[config.mk]
export PLATFORM = sky130hd
export DESIGN_NAME = mem_arbiter
export DESIGN_NICKNAME = d
export VERILOG_FILES = /design/src/rtl/mem_arb_pkg.sv /design/src/rtl/rr_arb2.sv /design/src/rtl/mem_arbiter.sv
export SDC_FILE = /design/constraint.sdc
export NUM_CORES = 1
export LEC_CHECK = 0
export ABC_AREA = 0
export BUFFER_PORTS_ARGS = -buffer_cell sky130_fd_sc_hd__buf_2
export CORE_AREA = 2 2 87 89
export DETAILED_ROUTE_END_ITERATION = 8
export DIE_AREA = 0 0 89 91
export PLACE_DENSITY = 0.73
export SYNTH_ARGS = -nofsm -noshare
export SYNTH_HDL_FRONTEND = slang
export SYNTH_SLANG_ARGS = --single-unit
[constraint.sdc]
create_clock -name clk_i -period 4.4 [get_ports clk_i]
set_input_delay 0.44 -clock clk_i [delete_from_list [all_inputs] [get_ports clk_i]]
set_output_delay 0.44 -clock clk_i [all_outputs]
set_load 0.01 [all_outputs]
[src/rtl/mem_arb_pkg.sv]
// Shared types for the two-port memory arbiter: FSM states, requester id and operation kind.
package mem_arb_pkg;

   typedef enum logic [2:0] {
      StIdle,
      StIssue,
      StWaitBusy,
      StWaitDone,
      StResp
   } arb_state_t;

   typedef logic req_id_t;

   typedef enum logic {
      OpRd,
      OpWr
   } op_t;

endpackage

[src/rtl/rr_arb2.sv]
// Two-way round-robin pick: a tie goes to the requester that did not win last time.
module rr_arb2
   import mem_arb_pkg::*;
(
   input  logic [1:0] req_i,
   input  req_id_t    last_i,
   output logic [1:0] gnt_o,
   output req_id_t    last_o
);

   // last_o is the pointer value to load when this grant is taken.
   always_comb begin
      gnt_o  = 2'b00;
      last_o = last_i;
      if (req_i == 2'b11) begin
         gnt_o  = last_i ? 2'b01 : 2'b10;
         last_o = ~last_i;
      end else if (req_i[0]) begin
         gnt_o  = 2'b01;
         last_o = 1'b0;
      end else if (req_i[1]) begin
         gnt_o  = 2'b10;
         last_o = 1'b1;
      end
   end

endmodule

[src/rtl/mem_arbiter.sv]
// Shares the memx host port between two requesters, one transaction at a time, with
// round-robin arbitration and per-requester routing of read data and write acknowledges.
module mem_arbiter
   import mem_arb_pkg::*;
#(
   parameter int unsigned RAM_DATA_WIDTH = 16,
   parameter int unsigned RAM_ADDR_WIDTH = 10
) (
   input  logic                      clk_i,
   input  logic                      rst_ni,
   input  logic                      req0_rd_i,
   input  logic                      req0_wr_i,
   input  logic [RAM_ADDR_WIDTH-1:0] req0_addr_i,
   input  logic [RAM_DATA_WIDTH-1:0] req0_wdt_i,
   output logic                      req0_gnt_o,
   output logic                      req0_rvalid_o,
   output logic [RAM_DATA_WIDTH-1:0] req0_rdt_o,
   output logic                      req0_wok_o,
   input  logic                      req1_rd_i,
   input  logic                      req1_wr_i,
   input  logic [RAM_ADDR_WIDTH-1:0] req1_addr_i,
   input  logic [RAM_DATA_WIDTH-1:0] req1_wdt_i,
   output logic                      req1_gnt_o,
   output logic                      req1_rvalid_o,
   output logic [RAM_DATA_WIDTH-1:0] req1_rdt_o,
   output logic                      req1_wok_o,
   output logic                      mem_rd_o,
   output logic                      mem_wr_o,
   output logic [RAM_ADDR_WIDTH-1:0] mem_addr_o,
   output logic [RAM_DATA_WIDTH-1:0] mem_wdt_o,
   input  logic                      mem_busy_i,
   input  logic [RAM_DATA_WIDTH-1:0] mem_rdt_i,
   input  logic                      mem_wok_i
);

   arb_state_t                state_q, state_d;
   req_id_t                   last_q, last_d;
   req_id_t                   id_q, id_d;
   op_t                       op_q, op_d;
   logic [RAM_ADDR_WIDTH-1:0] addr_q, addr_d;
   logic [RAM_DATA_WIDTH-1:0] wdt_q, wdt_d;
   logic [RAM_DATA_WIDTH-1:0] rdt0_q, rdt0_d;
   logic [RAM_DATA_WIDTH-1:0] rdt1_q, rdt1_d;

   logic [1:0] arb_req;
   logic [1:0] arb_gnt;
   req_id_t    arb_last;

   assign arb_req = {req1_rd_i | req1_wr_i, req0_rd_i | req0_wr_i};

   rr_arb2 u_rr_arb2 (
      .req_i  (arb_req),
      .last_i (last_q),
      .gnt_o  (arb_gnt),
      .last_o (arb_last)
   );

   always_ff @(posedge clk_i or negedge rst_ni) begin
      if (!rst_ni) begin
         state_q <= StIdle;
         last_q  <= 1'b1;
         id_q    <= 1'b0;
         op_q    <= OpRd;
         addr_q  <= '0;
         wdt_q   <= '0;
         rdt0_q  <= '0;
         rdt1_q  <= '0;
      end else begin
         state_q <= state_d;
         last_q  <= last_d;
         id_q    <= id_d;
         op_q    <= op_d;
         addr_q  <= addr_d;
         wdt_q   <= wdt_d;
         rdt0_q  <= rdt0_d;
         rdt1_q  <= rdt1_d;
      end
   end

   always_comb begin
      state_d = state_q;
      last_d  = last_q;
      id_d    = id_q;
      op_d    = op_q;
      addr_d  = addr_q;
      wdt_d   = wdt_q;
      rdt0_d  = rdt0_q;
      rdt1_d  = rdt1_q;
      case (state_q)
         StIdle: begin
            if ((|arb_req) && !mem_busy_i) begin
               state_d = StIssue;
               last_d  = arb_last;
               id_d    = arb_last;
               // A simultaneous rd+wr is treated as a read.
               if (arb_gnt[0]) begin
                  op_d   = req0_rd_i ? OpRd : OpWr;
                  addr_d = req0_addr_i;
                  wdt_d  = req0_wdt_i;
               end else begin
                  op_d   = req1_rd_i ? OpRd : OpWr;
                  addr_d = req1_addr_i;
                  wdt_d  = req1_wdt_i;
               end
            end
         end
         StIssue: state_d = StWaitBusy;
         StWaitBusy: begin
            if (op_q == OpWr && mem_wok_i) begin
               state_d = StResp;
            end else if (mem_busy_i) begin
               state_d = StWaitDone;
            end
         end
         StWaitDone: begin
            if (op_q == OpRd) begin
               if (!mem_busy_i) begin
                  state_d = StResp;
                  if (id_q) rdt1_d = mem_rdt_i;
                  else      rdt0_d = mem_rdt_i;
               end
            end else if (mem_wok_i) begin
               state_d = StResp;
            end
         end
         StResp:  state_d = StIdle;
         default: state_d = StIdle;
      endcase
   end

   always_comb begin
      mem_rd_o      = (state_q == StIssue) && (op_q == OpRd);
      mem_wr_o      = (state_q == StIssue) && (op_q == OpWr);
      mem_addr_o    = addr_q;
      mem_wdt_o     = wdt_q;
      req0_gnt_o    = (state_q == StIssue) && !id_q;
      req1_gnt_o    = (state_q == StIssue) && id_q;
      req0_rvalid_o = (state_q == StResp) && !id_q && (op_q == OpRd);
      req1_rvalid_o = (state_q == StResp) && id_q && (op_q == OpRd);
      req0_wok_o    = (state_q == StResp) && !id_q && (op_q == OpWr);
      req1_wok_o    = (state_q == StResp) && id_q && (op_q == OpWr);
      req0_rdt_o    = rdt0_q;
      req1_rdt_o    = rdt1_q;
   end

endmodule

# ---- After elaboration in Yosys (flattened, before gate mapping)
# Cells that the tools add are included.
# Widths: inputs -> output; s select.
dict set report word_totals {
  register_bits 64
  out_inout_bits 66
  word_cells 61
}
dict set report classes {
  n_eq_ne 9
  muxes 18
  n_bitwise 6
  n_reduce_logical 20
}
# op n
set ops {}
lappend ops {{$mux 3} 6}
lappend ops {{$mux 16} 1}
lappend ops {{$logic_and 1x1->1} 12}
lappend ops {{$pmux 3 s4} 1}
lappend ops {{$reduce_and 4->1} 3}
lappend ops {{$mux 10} 1}
lappend ops {{$mux 1} 9}
lappend ops {{$ne 3x3->1 const B} 3}
lappend ops {{$eq 3x2->1 const B} 2}
lappend ops {{$not 1->1} 4}
lappend ops {{$eq 3x1->1 const B} 1}
lappend ops {{$eq 3x3->1 const B} 1}
lappend ops {{$logic_not 3->1} 1}
lappend ops {{$eq 2x2->1 const B} 1}
lappend ops {{$logic_not 1->1} 2}
lappend ops {{$ne 2x2->1 const B} 1}
lappend ops {{$or 1x1->1} 2}
lappend ops {{$reduce_and 2->1} 1}
lappend ops {{$reduce_or 2->1} 1}

# ---- Longest topological paths before layout
# Gate-level depths: netlist of the first run.
dict set report logic_depth {
  ltp_word 5
  mapped_depth 6
  ltp_nobuf 3
}

# ---- By module
# Synthesis of the first run repeated with hierarchy kept, for this count alone.
dict set report hier_totals {
  hier_cells 199
  area_unflattened_um2 2931.6
}
# mod n_inst cells_each area_each_um2 seq_area_each_um2
set by_module_without_submodules {}
lappend by_module_without_submodules {mem_arbiter 1 194 2904.0 1602.8}
lappend by_module_without_submodules {rr_arb2 1 5 27.5 0.0}

# ---- Worst setup path after synthesis of the first run
# OpenSTA, ideal clock, no wires.
dict set report synth_path {
  kind {flip-flop to flip-flop}
  startpoint {reg op_q}
  endpoint {reg rdt0_q[10] (netlist: req0_rdt_o[10])}
  setup_ns 0.125
  arrival_time_ns 1.659
  t_required_ns 4.275
  path_slack_ns 2.616
  path_stages_with_launch 6
  path_buffers 2
  synth_period_minus_slack_ns 1.784
  cell_sequence {dfrtp_1 buf_2 nor3b_2 nor3b_2 buf_4 mux2_2}
}
dict set report synth_via {
  elab_chain_cells 2
}
# element line
set synth_rtl {}
lappend synth_rtl {{start: declaration} mem_arbiter.sv:39} ;# op_t op_q, op_d;
lappend synth_rtl {{start signal: assignment} mem_arbiter.sv:63} ;# op_q <= OpRd;
lappend synth_rtl {{start signal: assignment} mem_arbiter.sv:72} ;# op_q <= op_d;
lappend synth_rtl {{$not 1->1 (no line)} -}
lappend synth_rtl {{$reduce_and 4->1 (no line)} -}
lappend synth_rtl {{end signal: assignment} mem_arbiter.sv:75} ;# rdt0_q <= rdt0_d;
lappend synth_rtl {{end: declaration} mem_arbiter.sv:42} ;# logic [RAM_DATA_WIDTH-1:0] rdt0_q, rdt0_d;
# Every way passes these cells.
# A chain may end at the register's enable or synchronous reset.

# ---- Final worst setup path of the first run
dict set report layout_path {
  startpoint {reg op_q}
  endpoint {reg rdt0_q[14] (netlist: req0_rdt_o[14])}
}
# Same word-level chain as after synthesis.

==> metrics.txt, run 1 <==
status=finished clean; Post-CTS Hold Buffers=0; delay-heaviest family, CP=simple AND/OR/NAND/NOR gates; Unique masters post-synth=33; largest net degree at the start of global routing=65; initial drt markers=96; Synth top cells by count=dfrtp_1 (63), o21ai_0 (30), a21oi_1 (29); pre-CTS WS=1.80 ns; TNS Setup=0 ns; post-synthesis cell count=265; critical path startpoint category=flop; Crit-path slowest cell=nor3b_2; Syn Nets=341; die footprint=8100 sq um; area of the core region=7140 sq um; period utilisation layout=53.5%; clk sinks=64; number of setup violations in the final report=0; fmax=425 MHz; Min Clock Period, post-route=2.35 ns; YS warnings=0; Slew HR=14.1%; worst skew pair latency=0.33 ns; chip width=89 um; crit path cell chain=nor3b_2 -> nor3b_2 -> mux2_2; row count=31; crit path capture type=flop; top-count cell post-synth=dfrtp_1; critical-path maximum fanout=16; drt pass-1 iters=4; worst r2r dst=req0_rdt_o[14]$_DFFE_PN0P_; Finished Core Util=55.1%; critical path type=reg -> reg; vias in the first global route=2565; Setup Fix Bufs, Post-CTS=0; R2R cell count=3; TritonCTS clock tree=built; routed via count=2664; Netlist Area Pre-Place=2990 sq um; first-pass GRT wire length=12.1 mm; Avg WL per Cell=15.4 um; Async SR Flop Fraction=100%; EDFF count, synth=0; Final WS setup=2.05 ns; Fin Clk Skew=0.00947 ns; pwr/cell area=655 nW/um^2; area grow syn2layout=31.5%; Residual DRC=0; sequential-to-total area share from yosys stat=53.6%; Hold Crit Class=in -> async; total power=2.58 mW; DR vias/cell=5.32; leakage=1.91 nW; CTS Buffer Depth=2; IO buf count=141; antenna violations before repair=0; cell mode on critical path=nor3b_2; Mean Syn Cell Area=11.3 sq um; most common flop cell mapped by yosys=dfrtp_1; share of the synthesized area in the top cell type=52.7%; RSZ-0062 raised after global routing=false; VDD IR max=230 uV; FF-to-FF setup slack=2.05 ns; Fin. Hold Viols=0; Worst-path clk slew=0.07 ns; TritonCTS buffer count=9; fin. max-slew vios=0; Worst path max stage delay=1.05 ns; final WL=7.71 mm; Die Height=91 um; GRT Resource Usage Total=19.1%; Antenna Cells=0; layout cell share with drive strength beyond 1=49.0%; top cell type by total area after synthesis=dfrtp_1; Worst Path Required=4.61 ns; Final Wtd Congestion=0.786; layout net count=474; DP Wirelength=5.46 mm; R2R Path Start=op_q$_DFFE_PN0P_; Post-CTS Resized=0; worst-margin pin slew=1.28 ns; data arrival time of the critical path=2.56 ns; max cap viols=0; total global routing overflow=0; CTS Root Cell=clkbuf_8; critical path buffer and inverter count=0; Yosys reg bits=64; Initial Util=41.9%; # IOs=142; H-tree levels=3; Post-DRT Antenna Nets=0; top post-synthesis cells by area=dfrtp_1 (53%), mux2_2 (8.3%), nand3b_1 (6.8%)
[worst max-delay path by stage]
stage | from | endpoint | slack, ns | cells past startpoint
global route | op_q$_DFFE_PN0P_ | req0_rdt_o[14]$_DFFE_PN0P_ | 1.91 | 3
CTS | op_q$_DFFE_PN0P_ | req0_rdt_o[13]$_DFFE_PN0P_ | 2.06 | 3
floorplan | op_q$_DFFE_PN0P_ | req0_rdt_o[10]$_DFFE_PN0P_ | 2.62 | 5
finish | op_q$_DFFE_PN0P_ | req0_rdt_o[14]$_DFFE_PN0P_ | 2.05 | 3
detailed placement | req1_wr_i | mem_addr_o[8]$_DFFE_PN0P_ | 1.80 | 4
global placement | req1_wr_i | mem_addr_o[8]$_DFFE_PN0P_ | 1.87 | 4
[area by class of cell]
class,instances,area (sq um)
tap,99,124
fill,675,3210
clock buffer,11,141
clock inverter,4,45.0
timing repair buffer,144,728
inverter,1,3.75
sequential,64,1600
multi-input combinational,178,1290
[stage by stage]
step,std cells,area (sq um),hold WS (ns)
6_report,501,3930,0.273
5_1_grt,501,3930,0.342
4_1_cts,501,3930,0.296
3_5_place_dp,486,3740,0.490
3_3_place_gp,486,3740,0.484
2_1_floorplan,265,2990,0.144
[routing by layer]
metal	share of wire, %	global-route usage (%)	up-vias
met1	42	24.5	1241
met3	12	6.91	15
li1	-	-	1248
met5	0	0	-
met4	2.0	7.71	0
met2	45	29.2	160
[cell families (layout without fill, tap and decap cells)]
kind of cell	after synthesis	in the layout	synth area share (%)
buf+inv	23	160	3.77
mux	32	32	13.3
flops	64	64	53.6
simple gates	53	53	11.8
compound gates	93	93	17.5
[placed cells by master (no fill, tap or decap), types with 2 or more instances in the layout]
master,netlist,layout
clkbuf_8,0,10
nor3b_2,2,2
or4_1,2,2
buf_4,1,3
dfrtp_1,63,63
a21oi_1,29,29
buf_2,3,141
nand2_1,2,2
nand2b_1,3,3
a21o_1,2,2
nor2_1,8,7
o21ai_0,30,30
clkinv_2,0,3
nor3_1,3,3
mux2_4,10,10
nand3b_1,27,27
a31oi_1,27,27
mux2_2,22,22
[worst reg2reg max path: stages, from the launching register on]
cell and delay (ns):
dfrtp_1 0.49, nor3b_2 0.27, nor3b_2 1.05, mux2_2 0.43
[report_power, final]
part	switching (mW)	internal, mW
combinational	0.552	0.491
sequential	0.185	0.864
clock	0.213	0.271
total	0.949	1.63
[registers in the layout, indices dropped and copies added (netlist names)]
register,count
req1_rdt_o,16
mem_wdt_o,16
state_q,3
last_q,1
op_q,1
id_q,1
mem_addr_o,10
req0_rdt_o,16
(Power assumes the default switching activity.)
==> inputs of run 2 (changes only) <==
--- a/config.mk
+++ b/config.mk
@@ -7,10 +7,10 @@
 export LEC_CHECK = 0
 export ABC_AREA = 0
 export BUFFER_PORTS_ARGS = -buffer_cell sky130_fd_sc_hd__buf_2
-export CORE_AREA = 2 2 87 89
+export CORE_AREA = 2 2 88 90
 export DETAILED_ROUTE_END_ITERATION = 8
-export DIE_AREA = 0 0 89 91
-export PLACE_DENSITY = 0.73
+export DIE_AREA = 0 0 90 92
+export PLACE_DENSITY = 0.75
 export SYNTH_ARGS = -nofsm -noshare
 export SYNTH_HDL_FRONTEND = slang
 export SYNTH_SLANG_ARGS = --single-unit
==> constraint.sdc (replaced) <==
create_clock -name clk_i -period 2 [get_ports clk_i]
set_input_delay 0.2 -clock clk_i [delete_from_list [all_inputs] [get_ports clk_i]]
set_output_delay 0.2 -clock clk_i [all_outputs]
set_load 0.01 [all_outputs]
==> run 2 against run 1 <==
Compared with the run above: total power increased by 120%; register-to-register slack worse by 1.8 ns; via count is 0.45% lower; first-iteration DRC count fell by 4.2%; utilization fell by 1.1 points; combinational power increased by 130%; clock skew increased by 0.00056 ns; worst setup slack got worse by 1.8 ns; non-clock buffer count increased by 10; critical path type is now reg -> out; highest routed layer unchanged.
==> metrics.txt, run 2 (synthesis results as in run 1) <==
chip width=90 um (was 89 um); layout cell share with drive strength beyond 1=50.4% (was 49.0%); worst skew pair latency=0.33 ns (about the same); Fin. Hold Viols=0 (unchanged); Worst path max stage delay=0.46 ns (was 1.05 ns); R2R cell count=4 (was 3); critical path type=reg -> out (was reg -> reg); worst-margin pin slew=0.542 ns (was 1.28 ns); Worst-path clk slew=0.08 ns (was 0.07 ns); critical path buffer and inverter count=1 (was 0); final WL=7.52 mm (was 7.71 mm); drt pass-1 iters=4 (unchanged); Initial Util=40.1% (was 41.9%); DP Wirelength=5.46 mm (about the same); Hold Crit Class=in -> reg (was in -> async); Die Height=92 um (was 91 um); Antenna Cells=0 (unchanged); GRT Resource Usage Total=18.3% (was 19.1%); IO buf count=141 (unchanged); crit path cell chain=nor2_1 -> nand2_1 -> nor3_1 -> buf_2 (was nor3b_2 -> nor3b_2 -> mux2_2); antenna violations before repair=0 (unchanged); data arrival time of the critical path=1.54 ns (was 2.56 ns); Clk pwr share=17.8% (was 18.8%); TNS Setup=0 ns (unchanged); NetSw=2.08 mW (was 0.949 mW); delay-heaviest family, CP=simple AND/OR/NAND/NOR gates (unchanged); VDD IR max=489 uV (was 230 uV); max cap viols=0 (unchanged); area of the core region=7450 sq um (was 7140 sq um); Final WS setup=0.261 ns (was 2.05 ns); period utilisation layout=87.0%; clk sinks=64 (unchanged); CTS Buffer Depth=2 (unchanged); Fin Clk Skew=0.0100 ns (was 0.00947 ns); most frequent cells in the layout=buf_2 (141), dfrtp_1 (63), o21ai_0 (30) (unchanged); switching portion of total power=37.0% (was 36.8%); Residual DRC=0 (unchanged); layout net count=484 (was 474); leakage=1.95 nW (was 1.91 nW); fmax=575 MHz; fin. max-slew vios=0 (unchanged); crit path capture type=output pin (was flop); leading cell type in the layout, fill and taps excluded=buf_2 (unchanged); pwr/cell area=1400 nW/um^2 (was 655 nW/um^2); Worst Path Required=1.80 ns (was 4.61 ns); DR vias/cell=5.15 (was 5.32); status=finished clean (unchanged); TritonCTS clock tree=built (unchanged); CTS Root Cell=clkbuf_8 (unchanged); number of setup violations in the final report=0 (unchanged); R2R Path Start=state_q[0]$_DFFE_PN0P_ (was op_q$_DFFE_PN0P_); Crit-path slowest cell=dfrtp_1 (was nor3b_2); Post-DRT Antenna Nets=0 (unchanged); pre-CTS WS=0.289 ns (was 1.80 ns); critical-path maximum fanout=8 (was 16); first-pass GRT wire length=12.1 mm (about the same); internal power=3.55 mW (was 1.63 mW); RSZ-0062 raised after global routing=false (unchanged); Slew HR=63.9% (was 14.1%); H-tree levels=3 (unchanged); critical path startpoint category=flop (unchanged); row count=32 (was 31); routed via count=2652 (was 2664); total global routing overflow=0 (unchanged); DP Cell Count=498 (was 486); vias in the first global route=2532 (was 2565); # IOs=142 (unchanged); initial drt markers=92 (was 96); Finished Core Util=54.0% (was 55.1%); area grow syn2layout=34.5% (was 31.5%); Final Wtd Congestion=0.900 (was 0.786); largest net degree at the start of global routing=53 (was 65); Min-Delay Startpoint=mem_rdt_i[1]; Avg WL per Cell=14.6 um (was 15.4 um); Hold Path Stages=2; die footprint=8280 sq um (was 8100 sq um); Min Clock Period, post-route=1.74 ns; TritonCTS buffer count=9 (unchanged); sequential share of power=40.3% (was 40.7%); FF-to-FF setup slack=0.26 ns (was 2.05 ns); Layout Cells excl Fill=515 (was 501); worst r2r dst=req1_rdt_o[6]$_DFFE_PN0P_ (was req0_rdt_o[14]$_DFFE_PN0P_); Hold EP=req0_rdt_o[1]$_DFFE_PN0P_; combinational power share=42.0% (was 40.5%)
-- run 2: cell types whose count changed in the layout (fill, tap and decap cells not counted), sizes merged --
cell / change
buf: +9
bufinv: -1
clkinv: +1
clkinvlp: +1
dlygate4sd3: +1
-- run 2: area by class of cell --
class / instances / area [sq um]
clock buffer: 11 / 151
clock inverter: 5 / 31.3
fill: 685 / 3430
inverter: 1 / 3.75
multi-input combinational: 178 / 1290
sequential: 64 / 1600
tap: 102 / 128
timing repair buffer: 154 / 818
-- run 2: worst register-to-register path, cell delays in order, from the launching register on --
cell	delay, ns
dfrtp_1	0.47
nor3b_2	0.25
or3b_1	0.36
buf_4	0.22
mux2_4	0.32
-- run 2: how the worst max path moves through the flow --
stage	start	to	slack, ns	cells after the start
5_1_grt	state_q[0]$_DFFE_PN0P_	req0_rvalid_o	0.13	4
4_1_cts	state_q[0]$_DFFE_PN0P_	req1_wok_o	0.25	4
3_3_place_gp	state_q[0]$_DFFE_PN0P_	req1_rdt_o[7]$_DFFE_PN0P_	0.32	4
6_report	state_q[0]$_DFFE_PN0P_	req0_rvalid_o	0.26	4
3_5_place_dp	state_q[0]$_DFFE_PN0P_	req1_rdt_o[1]$_DFFE_PN0P_	0.29	4
2_1_floorplan	op_q$_DFFE_PN0P_	req0_rdt_o[10]$_DFFE_PN0P_	0.22	5
-- run 2: layer usage --
metal  vias up  global-route usage (%)  wire [um]
li1       1273                       -          -
met1      1241                    23.1       3400
met2       126                    29.4       3390
met5         -                       0          0
met3        12                    5.01        592
met4         0                    8.46        139
-- run 2: timing repair --
item,CTS,global route
hold endpoints to repair,22,0
resized for setup,0,0
hold buffers,1,0
setup buffers,0,0
-- run 2: power by group through the flow --
stage,sequential [mW],clock [mW],combinational (mW)
CTS,2.27,1.04,2.39
finish,2.27,1.00,2.36
global placement,2.26,0,2.33
global route,2.35,1.09,2.60
floorplan,2.50,0,1.18
detailed placement,2.28,0,2.40
-- run 2: through the flow --
step	instance area, sq um	hold WS, ns	power [mW]
after floorplan	2990	-0.0956	3.67
after global placement	3830	0.207	4.59
after detailed placement	3830	0.212	4.68
after CTS	4020	0.0912	5.70
after global routing	4020	0.0952	6.04
final	4020	0.113	5.63
